`src/rtl/snoop_responder.sv`:
```
// Snoop agent for one core of the dual-core MSI system: invalidates, cache-to-cache supply of M blocks, bus passthrough.
// Define SNOOP_STATS_EN to add the saturating snoop_hits / snoop_invs counters.
module snoop_responder #(
    parameter  int IDX_W = 4,
    localparam int TAG_W = 32 - IDX_W - 3
) (
    input  logic             CLK,
    input  logic             nRST,
    input  logic             ccwait,
    input  logic             ccinv,
    input  logic [31:0]      ccsnoopaddr,
    input  logic             ccack,
    input  logic             req_ccwrite,
    input  logic [31:0]      req_dstore,
    output logic             ccwrite,
    output logic [31:0]      dstore,
    output logic [IDX_W-1:0] snoop_idx,
    input  logic [TAG_W-1:0] frame_tag,
    input  logic [1:0]       frame_state,
    input  logic [31:0]      frame_word0,
    input  logic [31:0]      frame_word1,
    output logic             st_wen,
    output logic [IDX_W-1:0] st_idx,
    output logic [1:0]       st_next,
    output logic             snoop_busy
`ifdef SNOOP_STATS_EN
    ,
    output logic [15:0]      snoop_hits,
    output logic [15:0]      snoop_invs
`endif
);

    typedef enum logic [2:0] {IDLE, ARM, SNOOP, SUPPLY, DONE} state_t;

    localparam logic [1:0] MSI_I = 2'd0;
    localparam logic [1:0] MSI_S = 2'd1;
    localparam logic [1:0] MSI_M = 2'd2;

    state_t           state_q, state_d;
    logic             wcnt_q, wcnt_d;
    logic [IDX_W-1:0] sup_idx_q, sup_idx_d;

    logic [IDX_W-1:0] addr_idx;
    logic [TAG_W-1:0] addr_tag;
    logic             hit;
    logic             hit_m;
    logic             unused_addr_bits;

    assign addr_idx         = ccsnoopaddr[IDX_W+2:3];
    assign addr_tag         = ccsnoopaddr[31:IDX_W+3];
    assign unused_addr_bits = ^ccsnoopaddr[2:0];

    // State 3 is not in {S, M}, so it never hits and behaves as I.
    assign hit   = (frame_tag == addr_tag) && ((frame_state == MSI_S) || (frame_state == MSI_M));
    assign hit_m = hit && (frame_state == MSI_M);

    always_ff @(posedge CLK or negedge nRST) begin
        if (!nRST) begin
            state_q   <= IDLE;
            wcnt_q    <= 1'b0;
            sup_idx_q <= '0;
        end else begin
            state_q   <= state_d;
            wcnt_q    <= wcnt_d;
            sup_idx_q <= sup_idx_d;
        end
    end

    always_comb begin
        state_d   = state_q;
        wcnt_d    = wcnt_q;
        sup_idx_d = sup_idx_q;
        if ((state_q != IDLE) && !ccwait) begin
            // Controller withdrew the snoop: abandon it without touching the frame state.
            state_d = IDLE;
            wcnt_d  = 1'b0;
        end else begin
            case (state_q)
                IDLE:   if (ccwait) state_d = ARM;
                ARM:    state_d = SNOOP;
                SNOOP: begin
                    if (!ccinv && hit_m) begin
                        state_d   = SUPPLY;
                        sup_idx_d = addr_idx;
                        if (ccack) wcnt_d = wcnt_q + 1'b1;
                    end else begin
                        state_d = DONE;
                    end
                end
                SUPPLY: begin
                    if (ccack) begin
                        if (wcnt_q) begin
                            wcnt_d  = 1'b0;
                            state_d = DONE;
                        end else begin
                            wcnt_d = 1'b1;
                        end
                    end
                end
                DONE:    state_d = DONE;
                default: state_d = IDLE;
            endcase
        end
    end

    always_comb begin
        ccwrite    = 1'b0;
        dstore     = '0;
        snoop_idx  = addr_idx;
        st_wen     = 1'b0;
        st_idx     = addr_idx;
        st_next    = MSI_I;
        snoop_busy = 1'b1;
        case (state_q)
            IDLE: begin
                ccwrite    = req_ccwrite;
                dstore     = req_dstore;
                snoop_busy = 1'b0;
            end
            SNOOP: begin
                if (ccinv) begin
                    st_wen = hit && ccwait;
                end else if (hit_m) begin
                    ccwrite = 1'b1;
                    dstore  = wcnt_q ? frame_word1 : frame_word0;
                end
            end
            SUPPLY: begin
                // The frame is read from the latched index; ccsnoopaddr may move on.
                snoop_idx = sup_idx_q;
                st_idx    = sup_idx_q;
                ccwrite   = 1'b1;
                dstore    = wcnt_q ? frame_word1 : frame_word0;
                if (ccack && wcnt_q && ccwait) begin
                    st_wen  = 1'b1;
                    st_next = MSI_S;
                end
            end
            default: ;
        endcase
    end

`ifdef SNOOP_STATS_EN
    function automatic logic [15:0] sat_inc16(input logic [15:0] v);
        return (v == 16'hFFFF) ? v : v + 16'd1;
    endfunction

    logic [15:0] snoop_hits_q, snoop_hits_d;
    logic [15:0] snoop_invs_q, snoop_invs_d;

    always_comb begin
        snoop_hits_d = snoop_hits_q;
        snoop_invs_d = snoop_invs_q;
        if (st_wen) begin
            if (st_next == MSI_S) snoop_hits_d = sat_inc16(snoop_hits_q);
            else                  snoop_invs_d = sat_inc16(snoop_invs_q);
        end
    end

    always_ff @(posedge CLK or negedge nRST) begin
        if (!nRST) begin
            snoop_hits_q <= '0;
            snoop_invs_q <= '0;
        end else begin
            snoop_hits_q <= snoop_hits_d;
            snoop_invs_q <= snoop_invs_d;
        end
    end

    assign snoop_hits = snoop_hits_q;
    assign snoop_invs = snoop_invs_q;
`endif

endmodule
```
`config.mk`:
```
export PLATFORM = sky130hd
export DESIGN_NAME = snoop_responder
export DESIGN_NICKNAME = d
export VERILOG_FILES = /design/src/rtl/snoop_responder.sv
export SDC_FILE = /design/constraint.sdc
export NUM_CORES = 1
export LEC_CHECK = 0
export ABC_CLOCK_PERIOD_IN_PS = 2410
export BUFFER_PORTS_ARGS = -buffer_cell sky130_fd_sc_hd__buf_4
export CAP_MARGIN = 40
export CORE_AREA = 2 2 79 81
export CTS_BUF_LIST = sky130_fd_sc_hd__clkbuf_4 sky130_fd_sc_hd__clkbuf_8
export DETAILED_ROUTE_END_ITERATION = 8
export DIE_AREA = 0 0 81 83
export GPL_ROUTABILITY_DRIVEN = 1
export PLACE_DENSITY = 0.78
export SLEW_MARGIN = 5
export SYNTH_ARGS = -nofsm -noshare
export SYNTH_HDL_FRONTEND = slang
export SYNTH_SLANG_ARGS = --single-unit
```
`constraint.sdc`:
```
create_clock -name CLK -period 2.41 [get_ports CLK]
set_input_delay 0.482 -clock CLK [delete_from_list [all_inputs] [get_ports CLK]]
set_output_delay 0.482 -clock CLK [all_outputs]
set_load 0.1 [all_outputs]
```
Word level (Yosys, flattened, before mapping)
Index checks and enable logic that the tools add are counted.
{"block": "classes", "n_addsub": 1, "eq_ne": 12, "mux": 26, "bitwise_logic": 1, "n_reduce_logical": 16}
{"operator": "$mux W32", "count": 3}
{"operator": "$pmux W32 S3", "count": 1}
{"operator": "$eq A25 B25 Y1", "count": 1}
{"operator": "$mux W3", "count": 5}
{"operator": "$ne A3 B3 Y1 const B", "count": 5}
{"operator": "$pmux W3 S5", "count": 1}
{"operator": "$mux W1", "count": 12}
{"operator": "$logic_and A1 B1 Y1", "count": 7}
{"operator": "$eq A3 B2 Y1 const B", "count": 2}
{"operator": "$reduce_and A3 Y1", "count": 2}
{"operator": "$reduce_bool A3 Y1", "count": 2}
{"operator": "$mux W4", "count": 1}
{"operator": "$pmux W1 S2", "count": 2}
{"operator": "$reduce_and A4 Y1", "count": 1}
{"operator": "$eq A3 B1 Y1 const B", "count": 1}
{"operator": "$eq A3 B3 Y1 const B", "count": 1}
{"operator": "$logic_not A3 Y1", "count": 1}
{"operator": "$pmux W1 S3", "count": 1}
{"operator": "$eq A2 B1 Y1 const B", "count": 1}
{"operator": "$eq A2 B2 Y1 const B", "count": 1}
{"operator": "$logic_not A1 Y1", "count": 2}
{"operator": "$add A1 B1 Y1 const B", "count": 1}
{"operator": "$logic_or A1 B1 Y1", "count": 1}
{"operator": "$not A1 Y1", "count": 1}
{"block": "totals", "regBits": 8, "input_bits": 161, "out_inout_bits": 45, "elab_cells": 59}

Depth between registers and ports, before layout
{"block": "depth", "word_depth": 8, "ltp_mapped": 8, "mapped_depth_nobuf": 7}

Least setup slack after synthesis
OpenSTA, ideal clock, no wires.
{"block": "synth_path", "path_kind": "in2out", "startpoint": "input port ccsnoopaddr[15]", "endpoint": "output port dstore[11]", "arrival_ns": 3.810, "required_ns": 1.928, "setup_slack_ns": -1.882, "cell_stages": 6, "path_buffers": 1, "cell_sequence": "xnor2_1 -> nand4_1 -> nor4_4 -> a21oi_2 -> buf_2 -> o31ai_1"}
{"block": "synth_via", "elab_chain_len": 6}
{"element": "start, declared", "line_no": "11", "text": "input logic [31:0] ccsnoopaddr,"}
{"element": "$eq A25 B25 Y1", "line_no": "54", "text": "assign hit = (frame_tag == addr_tag) && ((frame_state == MSI_S) || (frame_state == MSI_M));"}
{"element": "$logic_and A1 B1 Y1", "line_no": "54"}
{"element": "$logic_and A1 B1 Y1", "line_no": "55", "text": "assign hit_m = hit && (frame_state == MSI_M);"}
{"element": "$mux W32", "line_no": "123", "text": "end else if (hit_m) begin"}
{"element": "$mux W32", "line_no": "121", "text": "if (ccinv) begin"}
{"element": "$pmux W32 S3", "line_no": "114", "text": "case (state_q)"}
{"element": "end, declared", "line_no": "16", "text": "output logic [31:0] dstore,"}
No other way between the ends.

Worst setup path in the final report
{"block": "layout_path", "startpoint": "input port ccsnoopaddr[17]", "endpoint": "output port dstore[11]"}
The elaborated chain is that of the path after synthesis.

==> reports/qor.txt <==
max incr delay on CP -> 0.39 ns
DP Cell Count -> 483
RSZ-0062 raised after global routing -> yes
syn_nets -> 375
Crit path arrival time -> 2.14 ns
Die X -> 81 µm
vias in the first global route -> 2,724
Post-synth EDFFs -> 0
Antenna Cells -> 0
power per cell area -> 909 nW/µm²
Seq/Total Area, Yosys -> 0.122
routed via count -> 2,502
worst hold path type -> input port to async pin
Synth area leaders -> mux2i_1, o31ai_1, dfrtp_1, xnor2_1, nand2_1
DIE AREA -> 6720 µm²
Avg Vias per Cell -> 5.10
total number of yosys warnings -> 0
Fillers -> 417
crit path max fanout -> 8
H-Tree Level Count -> 1
worst path cell trace -> buf_4 -> xnor2_1 -> nand4_1 -> and4bb_2 -> a21oi_4 -> buf_12 -> o31ai_4 -> buf_12
CP Launch Type -> input port
Cell Count, Final, Fillers Out -> 491
Initial Util -> 0.281
initial antenna violation count -> 0
drt first pass iters -> 4
All-Layer GR Usage -> 0.231
Static Leak -> 2.11 nW
RePlAce Congestion -> 0.814
maxcap violations -> 0
Root Driver -> clkbuf_8
top-count cell post-synth -> nand2_1
Total Power -> 4.00 mW
max-slew violations -> 0
top post-synthesis cells by count -> nand2_1, mux2i_1, o31ai_1, xnor2_1, clkbuf_1
most used cell, CP -> buf_12
Critical-path top delay cell -> and4bb_2
synth unique cells -> 34
layout cells sized above 1 -> 0.673
Max VDD drop -> 0.000650 V
clk_skew -> 0.00593 ns
Psw -> 2.38 mW
min cycle time layout -> 2.62 ns
Detail Placement HPWL -> 6230 µm
CP Capture Type -> output port
final worst setup slack -> -0.208 ns
final period utilization -> 1.09
core area -> 5820 µm²
storage element area -> 201 µm²
internal power -> 1.62 mW
Reg clk slew, reported paths -> 0.05 ns
post-route ant nets -> 0
Yosys top cell by area -> mux2i_1
row cnt -> 28
buffers added on ports -> 201
WL per Instance -> 16.7 µm
first-pass GRT wire length -> 12,400 µm
wirelength, routed -> 8180 µm
fmax -> 382 MHz
Async S/R FF share, synth -> 1.00
clock power share -> 0.047
failing checks -> negative setup slack
CP Class -> input port to output port
predominant post-synthesis flop cell -> dfrtp_1
CTS Buf Count -> 3
I/O Pins -> 206
share of power burned in registers -> 0.055
Final Setup Violations -> 34
outcome -> finished with violations
switching share of power -> 0.596
total global routing overflow -> 0
Multi-input gate area -> 1870 µm²
Final nets -> 579
sum of negative setup slack -> -5.51 ns
DR iter-0 viols -> 46
die span in y -> 83 µm
CTS tree -> done
Sink Count -> 8
Fin. Hold Viols -> 0
cells after synthesis -> 213
tightest hold margin -> 0.0537 ns
mapped cell area -> 1640 µm²
CTS max path bufs -> 2
DR DRC count -> 0
Critical Path RT -> 1.93 ns
Yosys top cell area share -> 0.196
Layout area overhead -> 169%
worst-skew pair later-pin latency -> 0.24 ns
Comb power frac -> 0.898
Layout Utilization -> 0.757
synthesized flop and latch total -> 8
Mean Syn Cell Area -> 7.68 µm²
largest net degree at the start of global routing -> 30
[placed cells by master (no fill, tap or decap), types with 2 or more instances in the layout]
master	Yosys	routed
buf_4	5	171
nand2_1	41	41
buf_12	0	39
mux2i_1	32	32
o31ai_4	0	32
xnor2_1	20	16
mux2_2	8	8
buf_6	0	8
nand4_1	7	7
dfrtp_1	8	7
xnor2_2	0	4
nor2b_1	4	4
nand3_1	4	4
inv_1	3	3
nor2_1	4	3
xor2_2	0	3
nand2b_1	4	3
clkbuf_8	0	3
xor2_1	5	2
a21oi_1	2	2
[per-stage QoR]
stage	area (µm²)	setup WS [ns]
finish	4400	-0.208
global route	4400	-0.298
CTS	4350	-0.179
detailed placement	3810	-0.275
global placement	3810	-0.240
floorplan	2150	-0.560
[area by class of cell]
cell class                 count  area share
inverter                       3     0.00256
timing repair buffer         219       0.495
multi-input combinational    182       0.424
sequential                     8      0.0457
tap                           75      0.0213
clock buffer                   4      0.0111
[worst paths after layout]
check | cells past startpoint | from | slack, ns | to
worst min-delay path | 1 | nRST | 0.05 | state_q[2]
min in group CLK | 2 | ccsnoopaddr[3] | 0.49 | sup_idx_q[0]
max in group asynchronous | 1 | nRST | 2.21 | wcnt_q
worst max-delay path | 8 | ccsnoopaddr[17] | -0.21 | dstore[11]
worst min register to register | 1 | sup_idx_q[2] | 0.50 | sup_idx_q[2]
worst max register to register | 5 | state_q[1] | 0.76 | wcnt_q
[sequential cells by signal, indices dropped and copies added, names as in the netlist]
register,flops
state_q,3
wcnt_q,1
sup_idx_q,4
[power groups by stage]
stage | Combinational [mW] | Sequential (mW) | Clock [mW]
after floorplan | 2.43 | 0.171 | 0
after global placement | 3.04 | 0.224 | 0
after detailed placement | 3.08 | 0.223 | 0
after CTS | 3.56 | 0.221 | 0.190
after global routing | 3.72 | 0.227 | 0.199
final | 3.59 | 0.221 | 0.188
[cells by family (layout without fill, tap and decap cells)]
logic type	Yosys count	after routing	synth area share
AND/OR/NAND/NOR	73	73	0.228
AO/OA/AOI/OAI	42	42	0.188
multiplexers	40	40	0.251
XOR/XNOR	25	25	0.134
buffers and inverters	23	226	0.0673
flip-flops	8	8	0.122
adder cells (fa/ha/maj)	1	1	0.00764
other	1	1	0.00229
[routing by layer]
metal / wire [µm] / track usage / vias up
met2: 4750 / 0.460 / 131
met5: 0 / 0 / -
met4: 210 / 0.0647 / 0
li1: - / - / 1179
met3: 658 / 0.0565 / 21
met1: 2560 / 0.226 / 1171
[worst max-delay path, delay by kind of cell]
kind,cells,cell delay [ns]
AND/OR/NAND/NOR,2,0.58
buffers and inverters,3,0.51
AO/OA/AOI/OAI,2,0.39
XOR/XNOR,1,0.16
[timing repair]
| action | in CTS | in global routing |
|---|---|---|
| hold buffers | 0 | 0 |
| pin swaps | 3 | 13 |
| endpoints found under the hold margin | 0 | 0 |
| gates cloned | 0 | 1 |
| resized for setup | 109 | 8 |
| setup buffers | 4 | 2 |
| setup endpoints to repair | 34 | 34 |
Power figures use the tool's default switching activity.
